### src/rtl/car_pos_ctrl_pkg.sv
// Shared screen/sprite geometry and the FSM / steering encodings for the car
// position controller. The draw stage imports the same geometry.
package car_pos_ctrl_pkg;

    localparam int VGA_W = 800;
    localparam int VGA_H = 600;
    localparam int SPR_W = 128;
    localparam int SPR_H = 128;

    typedef enum logic [1:0] {
        ST_WAIT   = 2'd0,
        ST_SAMPLE = 2'd1,
        ST_APPLY  = 2'd2,
        ST_HOLD   = 2'd3
    } state_e;

    typedef enum logic [1:0] {
        DIR_NONE  = 2'd0,
        DIR_L     = 2'd1,
        DIR_R     = 2'd2
    } dir_e;

endpackage

### src/rtl/car_pos_ctrl_edge_rise.sv
// Registers a level and emits a one-cycle pulse on its rising edge.
module car_pos_ctrl_edge_rise #(
    parameter logic RST_VAL = 1'b0
) (
    input  logic clk,
    input  logic rst,
    input  logic sig_i,
    output logic rise_o
);

    logic sig_q;

    always_ff @(posedge clk or posedge rst) begin
        if (rst) sig_q <= RST_VAL;
        else     sig_q <= sig_i;
    end

    assign rise_o = sig_i & ~sig_q;

endmodule

### src/rtl/car_pos_ctrl.sv
// Frame-synchronous car sprite position controller: samples steering at the
// start of vblank, ramps lateral speed and commits a clamped position once per frame.
module car_pos_ctrl
    import car_pos_ctrl_pkg::*;
#(
    parameter int SCREEN_W     = VGA_W,
    parameter int SCREEN_H     = VGA_H,
    parameter int RECT_WIDTH   = SPR_W,
    parameter int RECT_LENGTH  = SPR_H,
    parameter int X_INIT       = 336,
    parameter int Y_INIT       = 472,
    parameter int MAX_SPEED    = 8,
    parameter int ACCEL_FRAMES = 4,
    parameter int Y_STEP       = 2
) (
    input  logic        pclk,
    input  logic        rst,
    input  logic        vblnk_in,
    input  logic        enable,
    input  logic        btn_left,
    input  logic        btn_right,
    input  logic        btn_up,
    input  logic        btn_down,
    output logic [10:0] xpos,
    output logic [10:0] ypos,
    output logic        visible,
    output logic [3:0]  speed,
    output logic        frame_tick
);

    localparam int AW = $clog2(ACCEL_FRAMES + 1);
    localparam logic [AW-1:0]      ACC_TOP = AW'(ACCEL_FRAMES);
    localparam logic [3:0]         SPD_MAX = 4'(MAX_SPEED);
    localparam logic signed [11:0] X_MAX   = 12'(SCREEN_W - RECT_WIDTH);
    localparam logic signed [11:0] Y_MAX   = 12'(SCREEN_H - RECT_LENGTH);
    localparam logic signed [11:0] Y_STP   = 12'(Y_STEP);

    state_e             state_q;
    dir_e               dir_q, dir_d, hdir;
    logic [10:0]        xpos_q, ypos_q, x_d, y_d;
    logic [3:0]         speed_q, speed_d;
    logic [AW-1:0]      accel_q, accel_d, accel_inc;
    logic               visible_q, tick_q;
    logic               en_q, l_q, r_q, u_q, d_q;
    logic               vb_rise;
    logic signed [11:0] x_s, y_s, spd_s;

    // Edge flop resets high so a reset released mid-vblank waits for the next full rise.
    car_pos_ctrl_edge_rise #(.RST_VAL(1'b1)) u_vb_edge (
        .clk    (pclk),
        .rst    (rst),
        .sig_i  (vblnk_in),
        .rise_o (vb_rise)
    );

    always_comb begin
        dir_d     = DIR_NONE;
        speed_d   = 4'd0;
        accel_d   = '0;
        accel_inc = accel_q + 1'b1;
        hdir      = DIR_NONE;
        if (l_q & ~r_q)      hdir = DIR_L;
        else if (r_q & ~l_q) hdir = DIR_R;
        x_s = $signed({1'b0, xpos_q});
        y_s = $signed({1'b0, ypos_q});
        if (en_q) begin
            dir_d = hdir;
            if (hdir != DIR_NONE && hdir != dir_q) begin
                speed_d = 4'd1;
            end else if (hdir != DIR_NONE) begin
                speed_d = speed_q;
                accel_d = accel_inc;
                if (accel_inc == ACC_TOP) begin
                    accel_d = '0;
                    if (speed_q < SPD_MAX) speed_d = speed_q + 4'd1;
                end
            end
            spd_s = $signed({8'd0, speed_d});
            if (hdir == DIR_L)      x_s = x_s - spd_s;
            else if (hdir == DIR_R) x_s = x_s + spd_s;
            if (u_q & ~d_q)      y_s = y_s - Y_STP;
            else if (d_q & ~u_q) y_s = y_s + Y_STP;
            if (x_s < 12'sd0)      x_s = 12'sd0;
            else if (x_s > X_MAX)  x_s = X_MAX;
            if (y_s < 12'sd0)      y_s = 12'sd0;
            else if (y_s > Y_MAX)  y_s = Y_MAX;
        end else begin
            spd_s = 12'sd0;
        end
        x_d = x_s[10:0];
        y_d = y_s[10:0];
    end

    always_ff @(posedge pclk or posedge rst) begin
        if (rst) begin
            state_q   <= ST_WAIT;
            xpos_q    <= 11'(X_INIT);
            ypos_q    <= 11'(Y_INIT);
            visible_q <= 1'b0;
            speed_q   <= 4'd0;
            tick_q    <= 1'b0;
            accel_q   <= '0;
            dir_q     <= DIR_NONE;
            en_q      <= 1'b0;
            l_q       <= 1'b0;
            r_q       <= 1'b0;
            u_q       <= 1'b0;
            d_q       <= 1'b0;
        end else begin
            tick_q <= 1'b0;
            case (state_q)
                ST_WAIT: if (vb_rise) state_q <= ST_SAMPLE;
                ST_SAMPLE: begin
                    en_q    <= enable;
                    l_q     <= btn_left;
                    r_q     <= btn_right;
                    u_q     <= btn_up;
                    d_q     <= btn_down;
                    state_q <= ST_APPLY;
                end
                ST_APPLY: begin
                    xpos_q    <= x_d;
                    ypos_q    <= y_d;
                    speed_q   <= speed_d;
                    accel_q   <= accel_d;
                    dir_q     <= dir_d;
                    visible_q <= en_q;
                    tick_q    <= 1'b1;
                    state_q   <= ST_HOLD;
                end
                ST_HOLD: if (!vblnk_in) state_q <= ST_WAIT;
                default: state_q <= ST_WAIT;
            endcase
        end
    end

    assign xpos       = xpos_q;
    assign ypos       = ypos_q;
    assign visible    = visible_q;
    assign speed      = speed_q;
    assign frame_tick = tick_q;

endmodule

### config.mk
export PLATFORM = sky130hd
export DESIGN_NAME = car_pos_ctrl
export DESIGN_NICKNAME = d
export VERILOG_FILES = /design/src/rtl/car_pos_ctrl_pkg.sv /design/src/rtl/car_pos_ctrl_edge_rise.sv /design/src/rtl/car_pos_ctrl.sv
export SDC_FILE = /design/constraint.sdc
export NUM_CORES = 1
export LEC_CHECK = 0
export ABC_AREA = 0
export CAP_MARGIN = 0
export CORE_MARGIN = 1
export CORE_UTILIZATION = 61
export CTS_CLUSTER_DIAMETER = 50
export DETAILED_ROUTE_END_ITERATION = 10
export PLACE_DENSITY = 0.86
export SYNTH_ARGS = -nofsm -noshare
export SYNTH_HDL_FRONTEND = slang
export SYNTH_HIERARCHICAL = 1
export SYNTH_SLANG_ARGS = --single-unit
### constraint.sdc
create_clock -name pclk -period 6.5 [get_ports pclk]
set_input_delay 1.3 -clock pclk [delete_from_list [all_inputs] [get_ports pclk]]
set_output_delay 1.3 -clock pclk [all_outputs]
set_load 0.01 [all_outputs]
==> impl_metrics.ini, run 1 <==
[outcome]
status = completed

[critical_path]
critPathTopFamily = compound AO/OA/AOI/OAI gates
r2r_cells = 16
r2r_setup_slack_ns = 1.88
r2r-start = accel_q[0]
crit_chain = ha_1 -> xor2_1 -> nand2_1 -> nor2_1 -> xnor2_1 -> a21oi_1 -> ha_1 -> inv_1 -> fa_1 -> a21o_1 -> a2111oi_2 -> o21bai_1 -> xor2_1 -> o21ai_1 -> nor2b_1 -> a221o_1
cp_num_cells = 16
critPathLaunchType = register
timing_worst_setup_path_type = reg -> reg
endpoint_kind = register
arrival_ns = 4.81
r2r-end = xpos[5]
path_max_fanout = 6
cp_slowest_cell = a2111oi_2
worstSetupEndpoint = xpos[5]
cpPeakStageDelay_ns = 0.47
cp_data_required_time_ns = 6.69
critical_path_buf_inv_count = 1
crit_start = accel_q[0]

[timing]
tightest_slew_ns = 0.796
fin_crit_sh = 0.711
rsz0062_at_grt = no
timing_hold_violations_final = 0
period_needed_ns = 4.62
finalSetupViolCount = 0
finalWorstSetupSlack_ns = 1.88
clock_skew_ns = 0.00263
tns_ns = 0
timing.hold.ws_ns = 0.510
report.final.slew_viol_count = 0
slew_headroom = 0.468
fmax_ghz = 0.216

[power]
vdd_ir_drop_max_uv = 293
p_leak_uw = 0.00157
p_per_area_nw_per_um2 = 484

[clock_tree]
h-tree-depth = 2
cts_tree = built
clock_sinks = 40
cts_buffers = 5
cts_setup_buffers = 0
cts-resized-gates = 0
clock_latency_ns = 0.30
clk_pin_slew_ns = 0.08
holdBufCountCts = 0
max-clock-path-buffers = 2
clock-root-buffer = clkbuf_8

[grt]
grt_start_max_net_pins = 40
antenna_found_initial = 0
grt_first_pass_wirelength_um = 12100
grt_remaining_overflow = 0
first_global_vias = 2604
grt_util_all_layers = 0.289

[cells_and_area]
area_growth_pct = 15.4
nFillCells = 346
drive_gt1_frac = 0.115
nNetsFinal = 407
diodes = 0

[hold_path]
hold_class = reg -> reg

[placed_design]
gp_congestion = 0.917
dpl.hpwl_um = 5070
dp_slack_ns = 1.99
port_buffers = 34

[detailed_routing]
drt_iter0_drc = 212
dr.pass1.iters = 4
wire_per_inst_um = 16.4
viasPerCell = 6.04
wl_um = 7260
antenna_left = 0
vias = 2668
route.detailed.drc = 0

[die]
io_pins = 36
core_um2 = 4850
initial_core_util = 0.649
dieArea_um2 = 5450
die_y_um = 73.8
num_rows = 25
die_w_um = 73.8

[yosys]
synthTopCellsByArea = dfrtp_1 25%, ha_1 9.1%, dfstp_2 7.5%
ys_ff_latch = 40
yosysTopAreaCellShare = 0.247
synth_edf_count = 0
syn_avg_cell_area_um2 = 9.04
syn_inst = 348
netlist_area_um2 = 3150
ys_types = 77
ys.flop_type = dfrtp_1
synth_largest_area_cell = dfrtp_1
syn-num-nets = 381
synth-seq-area-share = 0.322
ys_async_sr_fraction = 1.00
yosysWarnings = 6

[job]
drv_cap = 0
-- worst register-to-register path, cell delays in order, from the launching register on --
cell and delay, ns:
dfrtp_1 0.41, ha_1 0.25, xor2_1 0.20, nand2_1 0.11, nor2_1 0.34, xnor2_1 0.11, a21oi_1 0.41, ha_1 0.28
inv_1 0.07, fa_1 0.40, a21o_1 0.20, a2111oi_2 0.47, o21bai_1 0.15, xor2_1 0.27, o21ai_1 0.24, nor2b_1 0.21
a221o_1 0.38
-- cell usage in the layout, fill, tap and decap left out, drive strengths merged, types with 3 or more instances in the layout --
master         Yosys  layout
dfrtp             31      31
and3               3       3
or3                3       3
clkdlybuf4s50      0      34
and2               6       6
nor2b              9       9
nor3              12      12
o31ai              5       5
xor2               7       7
ha                23      23
nor2              26      26
inv               23      23
a22oi              3       3
xnor2             14      14
bufinv             0       3
dfstp              9       9
nand2             28      28
nand3              7       7
a31oi              4       4
clkbuf             6       5
nand2b             6       6
nor4               3       3
a21oi             17      17
o22ai              5       5
or2                3       3
a21o               5       5
o21ai             20      20
mux2i              4       4
a22o              10      10
mux2               5       5
-- layer usage --
layer  global-route usage  wire [µm]
met1                0.389       3420
met2                0.485       3510
met3               0.0508        264
met4               0.0641         68
met5                    0          0
-- worst min-delay path by stage --
stage                           from         end  slack [ns]  depth (start not counted)
after global placement       visible     visible        0.47                          1
after CTS                    visible     visible        0.52                          1
after global routing         visible     visible        0.53                          1
after detailed placement     visible     visible        0.49                          1
final                        visible     visible        0.51                          1
after floorplan           accel_q[2]  accel_q[2]        0.47                          1
-- cell families (layout without fill, tap and decap cells) --
group / count (synthesis) / count (layout) / share of synthesized area
buf+inv: 40 / 67 / 0.0624
compound gates: 94 / 94 / 0.215
mux: 9 / 9 / 0.0306
simple gates: 118 / 118 / 0.204
other cells: 1 / 1 / 0.00119
flops: 40 / 40 / 0.322
xor+xnor: 21 / 21 / 0.0608
fa+ha+maj: 25 / 25 / 0.104
-- state kept, by name, indices dropped and copies added (netlist names), 2 cells and up --
signal / cells
xpos: 11
ypos: 10
speed: 4
accel_q: 3
dir_q: 2
state_q: 2
-- Yosys cell counts (2+ instances only) --
cell type	number
nor3_1	11
nand4_1	2
a22o_1	10
xor2_1	7
and2_1	4
buf_2	3
o21ai_1	7
nor2b_1	8
a22oi_1	3
o31ai_1	5
o21ai_0	13
a21o_1	5
clkbuf_1	5
a2111oi_2	2
xnor2_1	13
buf_4	3
ha_1	23
nand3_1	7
o2111ai_1	2
mux2i_1	4
o2bb2ai_1	2
inv_1	22
or3_1	3
a21oi_1	16
nor2_1	25
dfrtp_1	31
nor3b_1	2
nand2_1	28
o22ai_1	5
o22a_1	2
nand2b_1	5
fa_1	2
nor4_1	2
nand3b_1	2
buf_6	4
dfstp_2	9
o21bai_1	2
mux2_2	5
a31oi_1	4
and3_1	2
a32oi_1	2
-- power by group --
part,internal (µW),switching (µW)
registers,352,158
logic,447,514
clock network,192,94.0
total,992,765
-- area by class of cell --
class | instances | area, µm² | area share
timing repair buffer | 35 | 348 | 0.0958
multi-input combinational | 268 | 1940 | 0.534
inverter | 24 | 90.1 | 0.0248
clock inverter | 3 | 90.1 | 0.0248
tap | 67 | 83.8 | 0.0231
clock buffer | 5 | 68.8 | 0.0190
sequential | 40 | 1010 | 0.279
-- metrics by stage --
step | total power, µW | utilization | std cells | instance area, µm²
3_5_place_dp | 1450 | 0.716 | 434 | 3470
3_3_place_gp | 1410 | 0.716 | 434 | 3470
2_1_floorplan | 1200 | - | 348 | 3150
5_1_grt | 1890 | 0.749 | 442 | 3630
6_report | 1760 | 0.749 | 442 | 3630
4_1_cts | 1750 | 0.749 | 442 | 3630
(Power assumes the default switching activity.)
==> run 2, diff against run 1 <==
Settings changed: CORE_UTILIZATION 61 to 57, PLACE_DENSITY 0.86 to 0.81.
Clock period 6.5 ns to 4.8 ns, I/O delays scaled along.
==> impl_metrics.ini, run 2 (synthesis results as in run 1) <==
[timing]
fin_crit_sh = 0.897
fmax_ghz = 0.232
finalSetupViolCount = 0
timing_hold_violations_final = 0
rsz0062_at_grt = no
tightest_slew_ns = 0.786
period_needed_ns = 4.31
clock_skew_ns = 0.0112
tns_ns = 0
timing.hold.ws_ns = 0.511
report.final.slew_viol_count = 0
slew_headroom = 0.475
finalWorstSetupSlack_ns = 0.492

[clock_tree]
clock_latency_ns = 0.30
cts_buffers = 5
h-tree-depth = 2
holdBufCountCts = 0
cts-resized-gates = 0
cts_setup_buffers = 0
clk_pin_slew_ns = 0.09
cts_tree = built
clock-root-buffer = clkbuf_8
clock_sinks = 40
max-clock-path-buffers = 2

[cells_and_area]
drive_gt1_frac = 0.117
final_cell_mix = 34 x clkdlybuf4s50_1, 31 x dfrtp_1, 28 x nand2_1, 25 x nor2_1, 23 x ha_1
stdcell_count = 446
largest_reg_flops = 11
diodes = 0
final_util = 0.691
nNetsFinal = 408
area_growth_pct = 14.4
layout_commonest_cell = clkdlybuf4s50_1

[critical_path]
r2r_setup_slack_ns = 0.49
path_max_fanout = 6
endpoint_kind = register
r2r_cells = 16
critPathLaunchType = register
cp_data_required_time_ns = 4.99
timing_worst_setup_path_type = reg -> reg
arrival_ns = 4.49

[die]
dieArea_um2 = 5820
die_y_um = 76.3
num_rows = 26
initial_core_util = 0.605
die_w_um = 76.3
io_pins = 36
core_um2 = 5200

[placed_design]
port_buffers = 34
gp_congestion = 0.927
dpl.hpwl_um = 5020
dp_slack_ns = 0.583
place_inst = 438

[job]
drv_cap = 0

[detailed_routing]
vias = 2647
viasPerCell = 5.93
drt_iter0_drc = 182
wl_um = 6900
antenna_left = 0
route.detailed.drc = 0
wire_per_inst_um = 15.5
dr.pass1.iters = 4

[grt]
grt_first_pass_wirelength_um = 12000
grt_util_all_layers = 0.254
antenna_found_initial = 0
grt_remaining_overflow = 0
first_global_vias = 2547
grt_start_max_net_pins = 40

[hold_path]
hold_class = reg -> reg
whs_path_depth = 1

[power]
p_per_area_nw_per_um2 = 630
p_leak_uw = 0.00155
vdd_ir_drop_max_uv = 383

[outcome]
status = completed
run 2: cell count changes in the layout (fill, tap and decap cells not counted):
cell	change
inv_6	+1
bufinv_16	-2
buf_4	+1
clkinvlp_4	+1
run 2: worst paths after layout:
kind | start | to
min in group asynchronous | rst | u_vb_edge/sig_q
setup / recovery | accel_q[0] | xpos[5]
max in group asynchronous | rst | ypos[3]
setup reg to reg | accel_q[0] | xpos[5]
hold reg to reg | visible | visible
hold / removal | visible | visible
run 2: worst max-delay path, stage by stage (launching register included):
cell and delay, ns:
dfrtp_1 0.42, ha_1 0.26, xor2_1 0.22, nand2_1 0.10
nor2_1 0.33, xnor2_1 0.11, a21oi_1 0.33, ha_1 0.23
inv_1 0.06, fa_1 0.39, a21o_1 0.20, a2111oi_2 0.44
o21bai_1 0.14, xor2_1 0.22, o21ai_1 0.21, nor2b_1 0.20
a221o_1 0.34
run 2: through the flow:
step           power [µW]  cell area [µm²]
6_report             2270             3600
5_1_grt              2450             3600
4_1_cts              2270             3600
3_5_place_dp         1970             3480
3_3_place_gp         1920             3480
2_1_floorplan        1630             3150
run 2: final cells by class:
class                      instances  area (µm²)
multi-input combinational        268        1940
fill                             409        1610
sequential                        40        1010
timing repair buffer              36         355
inverter                          24        90.1
tap                               70        87.6
clock buffer                       5        68.8
clock inverter                     3        46.3
run 2: per-layer routing:
metal,global-route usage,up-vias,routed length (µm)
met5,0,-,0
met3,0.0371,8,351
li1,-,1294,-
met2,0.426,78,3320
met4,0.0731,0,92
met1,0.340,1267,3140
run 2: power by group:
part / switching, µW / internal [µW] / total [µW] / leakage, µW
clock network: 129 / 157 / 286 / 0.0000548
logic: 683 / 609 / 1290 / 0.000996
registers: 212 / 477 / 689 / 0.000497
